### src/rtl/multiplier_control_unit_if.sv
// Control bundle between the shift-add multiplier sequencer and its datapath/front panel.
// master: the side that requests runs and supplies the multiplier LSB; slave: the sequencer.
interface multiplier_control_unit_if;
  logic Run;
  logic ClearA_LoadB;
  logic M;
  logic ClearA;
  logic Clr_Ld;
  logic Add;
  logic Sub;
  logic Shift;
  logic Busy;
  logic Done;

  modport master (
    output Run, ClearA_LoadB, M,
    input  ClearA, Clr_Ld, Add, Sub, Shift, Busy, Done
  );

  modport slave (
    input  Run, ClearA_LoadB, M,
    output ClearA, Clr_Ld, Add, Sub, Shift, Busy, Done
  );
endinterface

### src/rtl/multiplier_control_unit.sv
// Sequencer for an N_BITS signed shift-add multiplier: CLEAR, then ADD/SHIFT pairs per bit,
// subtracting on the sign bit, then HOLD until Run is released.
module multiplier_control_unit #(
  parameter int N_BITS = 8
) (
  input logic                     Clk,
  input logic                     Reset,
  multiplier_control_unit_if.slave bus
);

  localparam int KW = (N_BITS > 2) ? $clog2(N_BITS) : 1;
  localparam logic [KW-1:0] K_LAST = KW'(N_BITS - 1);

  typedef enum logic [2:0] {
    S_IDLE,
    S_CLEAR,
    S_ADD,
    S_SHIFT,
    S_HOLD
  } state_t;

  state_t        state_q, state_d;
  logic [KW-1:0] k_q, k_d;
  logic          idle_q, idle_d;
  logic          clear_a_q, clear_a_d;
  logic          add_sel_q, add_sel_d;
  logic          sub_sel_q, sub_sel_d;
  logic          shift_q, shift_d;
  logic          busy_q, busy_d;
  logic          done_q, done_d;

  always_comb begin
    state_d = state_q;
    k_d     = k_q;
    unique case (state_q)
      S_IDLE: begin
        if (bus.Run) state_d = S_CLEAR;
      end
      S_CLEAR: begin
        k_d     = '0;
        state_d = S_ADD;
      end
      S_ADD: begin
        state_d = S_SHIFT;
      end
      S_SHIFT: begin
        if (k_q == K_LAST) begin
          state_d = S_HOLD;
        end else begin
          k_d     = k_q + 1'b1;
          state_d = S_ADD;
        end
      end
      S_HOLD: begin
        if (!bus.Run) state_d = S_IDLE;
      end
      default: begin
        state_d = S_IDLE;
      end
    endcase

    // Outputs are decoded from the next state so they are flop-driven in the state they describe.
    idle_d    = (state_d == S_IDLE);
    clear_a_d = (state_d == S_CLEAR);
    add_sel_d = (state_d == S_ADD) && (k_d != K_LAST);
    sub_sel_d = (state_d == S_ADD) && (k_d == K_LAST);
    shift_d   = (state_d == S_SHIFT);
    busy_d    = (state_d == S_CLEAR) || (state_d == S_ADD) || (state_d == S_SHIFT);
    done_d    = (state_d == S_HOLD);
  end

  always_ff @(posedge Clk) begin
    if (Reset) begin
      state_q   <= S_IDLE;
      k_q       <= '0;
      idle_q    <= 1'b1;
      clear_a_q <= 1'b0;
      add_sel_q <= 1'b0;
      sub_sel_q <= 1'b0;
      shift_q   <= 1'b0;
      busy_q    <= 1'b0;
      done_q    <= 1'b0;
    end else begin
      state_q   <= state_d;
      k_q       <= k_d;
      idle_q    <= idle_d;
      clear_a_q <= clear_a_d;
      add_sel_q <= add_sel_d;
      sub_sel_q <= sub_sel_d;
      shift_q   <= shift_d;
      busy_q    <= busy_d;
      done_q    <= done_d;
    end
  end

  // Load request only in IDLE and only when no run is being requested in the same cycle.
  assign bus.Clr_Ld = idle_q & bus.ClearA_LoadB & ~bus.Run;
  assign bus.ClearA = clear_a_q;
  assign bus.Add    = add_sel_q & bus.M;
  assign bus.Sub    = sub_sel_q & bus.M;
  assign bus.Shift  = shift_q;
  assign bus.Busy   = busy_q;
  assign bus.Done   = done_q;

endmodule
### src/flat_wrapper.sv
// flat-port wrapper written by rule: the top's interface ports become plain ports
module multiplier_control_unit_flat 
#(
  parameter int N_BITS = 8
)
  (Clk, Reset, bus_Run, bus_ClearA_LoadB, bus_M, bus_ClearA, bus_Clr_Ld, bus_Add, bus_Sub, bus_Shift, bus_Busy, bus_Done);
  multiplier_control_unit_if bus_i ();
  input logic Clk;
  input logic Reset;
  input wire logic [$bits(bus_i.Run)-1:0] bus_Run;
  input wire logic [$bits(bus_i.ClearA_LoadB)-1:0] bus_ClearA_LoadB;
  input wire logic [$bits(bus_i.M)-1:0] bus_M;
  output wire logic [$bits(bus_i.ClearA)-1:0] bus_ClearA;
  output wire logic [$bits(bus_i.Clr_Ld)-1:0] bus_Clr_Ld;
  output wire logic [$bits(bus_i.Add)-1:0] bus_Add;
  output wire logic [$bits(bus_i.Sub)-1:0] bus_Sub;
  output wire logic [$bits(bus_i.Shift)-1:0] bus_Shift;
  output wire logic [$bits(bus_i.Busy)-1:0] bus_Busy;
  output wire logic [$bits(bus_i.Done)-1:0] bus_Done;
  assign bus_i.Run = bus_Run;
  assign bus_i.ClearA_LoadB = bus_ClearA_LoadB;
  assign bus_i.M = bus_M;
  assign bus_ClearA = bus_i.ClearA;
  assign bus_Clr_Ld = bus_i.Clr_Ld;
  assign bus_Add = bus_i.Add;
  assign bus_Sub = bus_i.Sub;
  assign bus_Shift = bus_i.Shift;
  assign bus_Busy = bus_i.Busy;
  assign bus_Done = bus_i.Done;
  multiplier_control_unit #(.N_BITS(N_BITS)) u_core (.Clk(Clk), .Reset(Reset), .bus(bus_i));
endmodule
### config.mk
export PLATFORM = sky130hd
export DESIGN_NAME = multiplier_control_unit_flat
export DESIGN_NICKNAME = d
export VERILOG_FILES = /design/src/rtl/multiplier_control_unit_if.sv /design/src/rtl/multiplier_control_unit.sv /design/src/flat_wrapper.sv
export SDC_FILE = /design/constraint.sdc
export NUM_CORES = 1
export LEC_CHECK = 0
export ABC_CLOCK_PERIOD_IN_PS = 1500
export BUFFER_PORTS_ARGS = -buffer_cell sky130_fd_sc_hd__clkbuf_2
export CORE_AREA = 2 2 39 41
export CTS_CLUSTER_DIAMETER = 50
export DETAILED_ROUTE_END_ITERATION = 16
export DIE_AREA = 0 0 41 43
export MAX_ROUTING_LAYER = met4
export PLACE_DENSITY = 0.7
export SLEW_MARGIN = 10
export SYNTH_ARGS = -nofsm -noshare
export SYNTH_HDL_FRONTEND = slang
export SYNTH_SLANG_ARGS = --single-unit
### constraint.sdc
create_clock -name Clk -period 1.5 [get_ports Clk]
set_input_delay 0.15 -clock Clk [delete_from_list [all_inputs] [get_ports Clk]]
set_output_delay 0.15 -clock Clk [all_outputs]
set_load 0.01 [all_outputs]
[Word level (Yosys, flattened, before mapping)]
Cells that the tools add are included.
Cells by class
  add/sub/neg operators: 1
  multipliers: 0
  div/mod/pow operators: 0
  magnitude comparators: 0
  equality and inequality tests: 11
  shift operators: 0
  multiplexer cells: 6
  bitwise logic cells: 5
  reduce and logical (&&, ||, !) cells: 6
Operators with widths (number)
  $pmux 3 s5: 1
  $eq 3x2->1 const B: 4
  $eq 3x3->1 const B: 4
  $mux 3: 4
  $eq 3x1->1 const B: 2
  $logic_not 3->1: 2
  $pmux 3 s2: 1
  $and 1x1->1: 4
  $add 3x1->3 const B: 1
  $ne 3x3->1 const B: 1
  $logic_and 1x1->1: 2
  $logic_or 1x1->1: 2
  $not 1->1: 1
Word-level totals
  bits in registers: 13
  latch bits: 0
  RAM bits: 0
  ROM bits: 0
  output and inout bits: 7
  memories: 0

[Depth between registers and ports, before layout]
Gate-level depths: netlist of the first run.
  word-level depth: 6
  gate-level depth with buffers: 5
  depth with buffers taken out: 5

[Least setup slack after synthesis of the first run]
OpenSTA, ideal clock, no wires.
  path kind: flip-flop to flip-flop
  start: register u_core.k_q[0]
  end: register u_core.add_sel_q
  library setup time: 0.059 ns
  arrival time: 1.266 ns
  data required time: 1.441 ns
  path slack: 0.175 ns
  stages on the path, launching flop included: 6
  buffers on the path: 0
  clock period less this slack: 1.325 ns
  cells stage by stage: dfxtp_1 > ha_1 > and3_4 > o21a_1 > a31oi_1 > o31a_1
Between the ends
  longest elaborated chain between the ends: 5
Ends and longest elaborated chain
  start, declared: line multiplier_control_unit.sv:23  | logic [KW-1:0] k_q, k_d;
  start signal, assigned: line multiplier_control_unit.sv:85  | k_q <= k_d;
  $add 3x1->3 / $eq 3x3->1 (equally long branches): line multiplier_control_unit.sv:50, multiplier_control_unit.sv:47
  $mux 3: line multiplier_control_unit.sv:47  | if (k_q == K_LAST) begin
  $pmux 3 s2 / $pmux 3 s5 (equally long branches): line multiplier_control_unit.sv:35  | unique case (state_q)
  $ne 3x3->1 / $eq 3x2->1 (equally long branches): line multiplier_control_unit.sv:65  | add_sel_d = (state_d == S_ADD) && (k_d != K_LAST);
  $logic_and 1x1->1 (*): line multiplier_control_unit.sv:65
  end signal, assigned: line multiplier_control_unit.sv:88  | add_sel_q <= add_sel_d;
  end, declared: line multiplier_control_unit.sv:26  | logic add_sel_q, add_sel_d;
Mark *: on every way between the ends. The rest lies on a longest branch, timed or not.
A chain may end at the register's enable or synchronous reset.

[Worst setup path in the final report of the first run]
Same ends and word-level chain as after synthesis.

==> load_flow_metrics.sql, run 1 <==
INSERT INTO impl_metrics (metric_group, metric, value, unit) VALUES
('grt', 'via_count_of_the_first_global_routing_pass', '383', ''),
('sta', 'whs', '176', 'ps'),
('grt', 'met1_usage', '16.6', '%'),
('sta', 'clock-skew-final', '1.30', 'ps'),
('sta', 'final.period_utilization', '95.4', '%'),
('sta', 'final_hold_viol_count', '0', ''),
('grt', 'globalRouteOverflowTotal', '0', ''),
('floorplanning', 'ioPinCount', '12', ''),
('floorplanning', 'die_w', '41', 'um'),
('grt', 'grt_most_used_layer', 'met2', ''),
('floorplanning', 'die_height', '43', 'um'),
('critical_path', 'startpoint_type', 'flip-flop', ''),
('grt', 'antenna_found_initial', '0', ''),
('cts', 'tritoncts', 'yes', ''),
('synthesis', 'synth_xor_xnor_area_share', '0', '%'),
('grt', 'first_pass_grt_wire_length', '1500', 'um'),
('synthesis', 'synthAdderAreaFrac', '2.43', '%'),
('critical_path', 'worst_path_arrival_time', '1600', 'ps'),
('synthesis', 'syn-mean-instance-area', '10.1', 'um^2'),
('synthesis', 'post_synth_instance_area', '514', 'um^2'),
('cts', 'cts.clk_slew.worst_paths', '80', 'ps'),
('power_and_ir_drop', 'irDropWorstVdd', '0.000350', 'V'),
('synthesis', 'postSynthRegisterBits', '13', ''),
('synthesis', 'syn_nets', '57', ''),
('synthesis', 'synth.lib_cells_used.distinct', '26', ''),
('floorplanning', 'area_of_the_core_region', '1380', 'um^2'),
('outcome', 'run_status', 'finished clean', ''),
('placed_design', 'hpwlAfterDp', '692', 'um'),
('run', 'max-cap-violations', '0', ''),
('cts', 'post_cts.repair.setup_buffers', '0', ''),
('synthesis', 'post-synth-top-area-cell', 'dfxtp_1', ''),
('worst_hold_path', 'hp-start', 'bus_Run', ''),
('critical_path', 'crit_path_end_kind', 'flip-flop', ''),
('critical_path', 'source_of_the_worst_register_to_register_timing_path', 'u_core.k_q[0]$_SDFF_PP0_', ''),
('grt', 'global_route.usage.met3', '4.71', '%'),
('cts', 'h-tree-depth', '1', ''),
('cts', 'cts.sink_count', '13', ''),
('sta', 'drv_slew', '0', ''),
('synthesis', 'yosys_most_used_dff', 'dfxtp_1', ''),
('cts', 'tritoncts.num_buffers', '3', ''),
('critical_path', 'worst-endpoint-required', '1670', 'ps'),
('cells_and_area', 'antenna_cells_inserted', '0', ''),
('floorplanning', 'die_area', '1760', 'um^2'),
('drt', 'drtIter0Drc', '11', ''),
('drt', 'routed_wire_length_per_instance', '11.7', 'um'),
('placed_design', 'portBuffers', '11', ''),
('critical_path', 'timing.setup.critical_path_class', 'flip-flop to flip-flop', ''),
('drt', 'route.vias.total', '435', ''),
('placed_design', 'gp_routability_congestion', '0.820', ''),
('power_and_ir_drop', 'total_power', '0.650', 'mW'),
('cells_and_area', 'area_growth_syn_to_layout', '21.7', '%'),
('drt', 'drc', '0', ''),
('cts', 'ctsRootBufferMaster', 'clkbuf_4', ''),
('synthesis', 'cell_count_after_synthesis', '51', ''),
('critical_path', 'crit_start', 'u_core.k_q[0]$_SDFF_PP0_', ''),
('worst_hold_path', 'hp-class', 'primary input to flip-flop', ''),
('floorplanning', 'std_cell_rows', '14', ''),
('sta', 'slew_headroom', '80.6', '%'),
('sta', 'timing_worst_slew_pin_value', '289', 'ps'),
('synthesis', 'synth_top_area_share', '50.6', '%'),
('power_and_ir_drop', 'powerDensity', '1040', 'nW/um^2'),
('placed_design', 'placed_cells_incl_taps', '78', ''),
('synthesis', 'synth-warning-count', '0', ''),
('floorplanning', 'initial_core_util', '37.2', '%'),
('synthesis', 'synth_most_common_cell', 'dfxtp_1', ''),
('cts', 'insertion_delay', '270', 'ps'),
('critical_path', 'path_max_fanout', '4', ''),
('synthesis', 'synth_commonest_cells', 'dfxtp_1, nor2_1, and2_1, inv_1, nor4b_1', ''),
('cells_and_area', 'share_of_layout_cells_above_drive_strength_1', '34.8', '%'),
('power_and_ir_drop', 'p_leak', '0.273', 'nW'),
('grt', 'gr-usage-met2', '16.6', '%');
-- final cells by class --
| class | count | area [um^2] |
|---|---|---|
| fill | 142 | 758 |
| inverter | 2 | 7.51 |
| multi-input combinational | 35 | 249 |
| tap | 16 | 20.0 |
| clock buffer | 4 | 26.3 |
| sequential | 13 | 260 |
| timing repair buffer | 12 | 62.6 |
-- worst paths after layout --
path	end	cells past startpoint	slack, ps
worst max-delay path	u_core.add_sel_q$_SDFF_PP0_	5	70
worst min-delay path	u_core.state_q[0]$_SDFF_PP0_	3	180
worst max register to register	u_core.add_sel_q$_SDFF_PP0_	5	70
worst min register to register	u_core.bus.Shift$_SDFF_PP0_	1	550
-- repair_timing --
action	in CTS	in global routing
endpoints found under the setup margin	0	3
hold buffers	0	0
gates resized for setup	0	1
-- critical path, stage by stage (launching register included) --
cell	delay, ps
dfxtp_1	370
ha_1	250
and3_4	230
o21a_1	140
a31oi_2	60
o31a_1	290
-- power by group --
| group | switching [mW] | internal [mW] | leakage [nW] | total, mW |
|---|---|---|---|---|
| Sequential | 0.0103 | 0.359 | 0.106 | 0.370 |
| Clock | 0.110 | 0.103 | 0.0150 | 0.213 |
| Combinational | 0.0376 | 0.0294 | 0.152 | 0.0671 |
| Total | 0.158 | 0.492 | 0.273 | 0.650 |
-- flip-flops by register name, indices dropped and copies added, names as in the netlist --
register           count
u_core.add_sel_q       1
u_core.sub_sel_q       1
u_core.bus.Busy        1
u_core.k_q             3
u_core.bus.Done        1
u_core.bus.ClearA      1
u_core.idle_q          1
u_core.bus.Shift       1
u_core.state_q         3
-- stage by stage --
| step | area (um^2) | worst slack [ps] | setup TNS, ps |
|---|---|---|---|
| 2_1_floorplan | 514 | 175 | 0 |
| 3_3_place_gp | 593 | 142 | 0 |
| 3_5_place_dp | 593 | 84.4 | 0 |
| 4_1_cts | 619 | 69.1 | 0 |
| 5_1_grt | 626 | -11.5 | -11.5 |
| 6_report | 626 | 69.2 | 0 |
-- cells in the final DEF, fill, tap and decap left out --
cell type  netlist  final
and3_4           1      1
nor4b_1          2      2
nand2_1          1      1
clkbuf_2         0     11
nor4_1           1      1
a211o_1          1      1
nor4b_2          1      1
ha_1             1      1
nor2b_2          1      1
clkbuf_4         0      3
nand4_1          1      1
a21o_1           1      1
buf_4            0      1
a211o_2          1      1
o21ai_1          1      1
nor3_1           1      1
o21ai_0          1      1
nor2_1          11     11
dfxtp_1         13     13
a31oi_2          1      2
o31a_1           1      1
a21oi_2          1      1
clkbuf_1         1      1
and2_1           2      2
o21a_1           1      1
inv_1            2      2
a32oi_1          1      1
nand2b_4         1      1
-- logic make-up (layout without fill, tap and decap cells) --
logic type                 Yosys count  after routing
AOI/OAI and AO/OA                   11             11
and+or+nand+nor                     23             23
buffers and inverters                3             18
adders and majority gates            1              1
DFF                                 13             13
-- metal layers --
layer  share of wire [%]  wire, um
met1                  46       443
met2                  46       444
met3                 4.2        40
met4                 3.2        31
met5                   0         0
Power figures use the tool's default switching activity.
==> run 2: changes to the inputs <==
--- a/config.mk
+++ b/config.mk
@@ -6,13 +6,13 @@
 export NUM_CORES = 1
 export LEC_CHECK = 0
 export ABC_CLOCK_PERIOD_IN_PS = 1500
-export BUFFER_PORTS_ARGS = -buffer_cell sky130_fd_sc_hd__clkbuf_2
+export BUFFER_PORTS_ARGS = -buffer_cell sky130_fd_sc_hd__buf_4
 export CORE_AREA = 2 2 39 41
+export CTS_BUF_LIST = sky130_fd_sc_hd__clkbuf_8
 export CTS_CLUSTER_DIAMETER = 50
 export DETAILED_ROUTE_END_ITERATION = 16
 export DIE_AREA = 0 0 41 43
 export MAX_ROUTING_LAYER = met4
-export PLACE_DENSITY = 0.7
 export SLEW_MARGIN = 10
 export SYNTH_ARGS = -nofsm -noshare
 export SYNTH_HDL_FRONTEND = slang
==> run 2 against run 1 <==
First-iteration DRC count down 18%. Clock-buffer cell count down 1. Die area did not move. Total power grew 14%. Final cell count decreased by 1.2%. Global-route usage fell by 0.15 points. Maximum frequency grew 1.7%. Design area grew 6.2%. Critical path depth is the same. Sequential share of layout area is 2.4 points lower. Non-clock buffer count down 1. Combinational power increased by 2%. Critical path type unchanged. Critical endpoint unchanged. Largest power group unchanged. Highest routed layer unchanged.
==> load_flow_metrics.sql, run 2 (same netlist as run 1, synthesis figures left out) <==
INSERT INTO impl_metrics (metric_group, metric, value, unit) VALUES
('drt', 'drt.antenna.violating_nets', '0', ''),
('placed_design', 'hpwlAfterDp', '663', 'um'),
('critical_path', 'worst-endpoint-required', '1630', 'ps'),
('grt', 'globalRouteOverflowTotal', '0', ''),
('placed_design', 'place_area', '613', 'um^2'),
('cells_and_area', 'top_regs', 'u_core.k_q x3, u_core.state_q x3', ''),
('sta', 'final.min_clock_period', '1410', 'ps'),
('floorplanning', 'std_cell_rows', '14', ''),
('grt', 'gr-usage-met2', '14.7', '%'),
('critical_path', 'timing.setup.critical_path_class', 'flip-flop to flip-flop', ''),
('drt', 'drtIter0Drc', '9', ''),
('cts', 'h-tree-depth', '1', ''),
('sta', 'setup_ws', '92.8', 'ps'),
('cells_and_area', 'nets', '72', ''),
('placed_design', 'placed_cells_incl_taps', '77', ''),
('placed_design', 'gp_routability_congestion', '0.842', ''),
('floorplanning', 'area_of_the_core_region', '1380', 'um^2'),
('cts', 'post_cts_hold_buffer_count', '0', ''),
('power_and_ir_drop', 'total_power', '0.742', 'mW'),
('run', 'max-cap-violations', '0', ''),
('drt', 'routed_wire_length_per_instance', '11.4', 'um'),
('power_and_ir_drop', 'p_leak', '0.288', 'nW'),
('critical_path', 'cell_chain_of_the_critical_path', 'ha_1, and3_4, o21a_1, a31oi_2, o31a_1', ''),
('sta', 'clock-skew-final', '3.12', 'ps'),
('cells_and_area', 'antenna_cells_inserted', '0', ''),
('cts', 'post_cts.repair.setup_buffers', '0', ''),
('worst_hold_path', 'hp-start', 'Reset', ''),
('critical_path', 'startpoint_type', 'flip-flop', ''),
('sta', 'setup_tns', '0', 'ps'),
('placed_design', 'portBuffers', '11', ''),
('drt', 'route.vias.total', '416', ''),
('power_and_ir_drop', 'irDropWorstVdd', '0.000554', 'V'),
('grt', 'grt_max_degree', '12', ''),
('grt', 'first_pass_grt_wire_length', '1460', 'um'),
('drt', 'drc', '0', ''),
('floorplanning', 'initial_core_util', '37.2', '%'),
('worst_hold_path', 'hp-class', 'primary input to flip-flop', ''),
('critical_path', 'crit_start', 'u_core.k_q[0]$_SDFF_PP0_', ''),
('drt', 'drt_wl_total', '927', 'um'),
('critical_path', 'source_of_the_worst_register_to_register_timing_path', 'u_core.k_q[0]$_SDFF_PP0_', ''),
('power_and_ir_drop', 'powerDensity', '1120', 'nW/um^2'),
('critical_path', 'critPathSlowestCell', 'dfxtp_1', ''),
('cts', 'tritoncts.num_buffers', '3', ''),
('worst_hold_path', 'hold_end', 'u_core.k_q[1]$_SDFF_PP0_', ''),
('floorplanning', 'die_area', '1760', 'um^2'),
('cells_and_area', 'final_cell_count_no_fill', '81', ''),
('sta', 'final.period_utilization', '93.8', '%'),
('cts', 'ctsRootBufferMaster', 'clkbuf_8', ''),
('critical_path', 'slowest_delay', '350', 'ps'),
('critical_path', 'worst-r2r-setup-slack', '90', 'ps'),
('grt', 'met1_usage', '18.1', '%'),
('grt', 'antenna_found_initial', '0', ''),
('floorplanning', 'ioPinCount', '12', ''),
('sta', 'drv_slew', '0', ''),
('cells_and_area', 'postLayoutCoreUtil', '48.0', '%'),
('sta', 'setup-violations-final', '0', ''),
('worst_hold_path', 'whs_path_depth', '2', ''),
('sta', 'final_hold_viol_count', '0', ''),
('grt', 'global_route.usage.met3', '4.71', '%'),
('sta', 'whs', '164', 'ps'),
('critical_path', 'r2r_cells', '5', ''),
('cts', 'cts_max_path_buffers', '2', ''),
('sta', 'fmax', '711', 'MHz'),
('cells_and_area', 'final_common_cell', 'dfxtp_1', ''),
('cells_and_area', 'fillers', '127', ''),
('cells_and_area', 'area_growth_syn_to_layout', '29.2', '%'),
('placed_design', 'preCtsSetupSlack', '89.1', 'ps'),
('cts', 'cts.sink_count', '13', ''),
('cts', 'cts.clk_slew.worst_paths', '50', 'ps'),
('critical_path', 'worstReg2RegEnd', 'u_core.add_sel_q$_SDFF_PP0_', ''),
('cells_and_area', 'layout.cells.most_common_list', 'dfxtp_1, nor2_1, buf_4, inv_1, clkbuf_8', ''),
('critical_path', 'worst_path_arrival_time', '1540', 'ps'),
('grt', 'grt_most_used_layer', 'met1', ''),
('cts', 'tritoncts', 'yes', ''),
('drt', 'detailedRoute.firstPassIterationCount', '4', ''),
('floorplanning', 'die_height', '43', 'um'),
('cts', 'post_cts_resize_count', '0', ''),
('drt', 'post_drt_via_cell_ratio', '5.14', ''),
('critical_path', 'path_max_fanout', '4', ''),
('sta', 'slew_headroom', '79.7', '%'),
('outcome', 'run_status', 'finished clean', ''),
('grt', 'via_count_of_the_first_global_routing_pass', '337', ''),
('cts', 'insertion_delay', '240', 'ps'),
('sta', 'timing_worst_slew_pin_value', '302', 'ps'),
('critical_path', 'crit_path_end_kind', 'flip-flop', ''),
('cells_and_area', 'final_cell_area', '664', 'um^2'),
('floorplanning', 'die_w', '41', 'um'),
('grt', 'grtUsageTotal', '13.1', '%'),
('cells_and_area', 'share_of_layout_cells_above_drive_strength_1', '33.8', '%');
==> run 2: worst max path at each step <==
stage and end:
3_5_place_dp u_core.add_sel_q$_SDFF_PP0_, 6_report u_core.add_sel_q$_SDFF_PP0_, 5_1_grt u_core.add_sel_q$_SDFF_PP0_, 3_3_place_gp u_core.add_sel_q$_SDFF_PP0_, 2_1_floorplan u_core.add_sel_q$_SDFF_PP0_, 4_1_cts u_core.add_sel_q$_SDFF_PP0_
==> run 2: area by class of cell <==
cell class	count	area [um^2]	area share, %
well taps	16	20.0	3.01
clock inverters	1	3.75	0.565
multi-input cells	35	249	37.5
clock buffers	3	41.3	6.21
repair buffers	11	82.6	12.4
flip-flops and latches	13	260	39.2
inverters	2	7.51	1.13
==> run 2: power breakdown <==
group          switching [mW]  total (mW)  internal (mW)
Clock                   0.120       0.301          0.180
Sequential             0.0130       0.373          0.360
Combinational          0.0345      0.0682         0.0337
==> run 2: critical path: cells and delay by family, from the launching register on <==
kind,cells,cell delay (ps)
compound gates,3,490
fa+ha+maj,1,240
flops,1,350
simple gates,1,230
==> run 2: routing by layer <==
layer  vias to the layer above  part of all wire [%]  wire, um
li1                        211                     -         -
met1                       191                    51       474
met2                        12                    41       378
met3                         2                   5.2        48
met4                         0                   2.8        26
met5                         -                     0         0
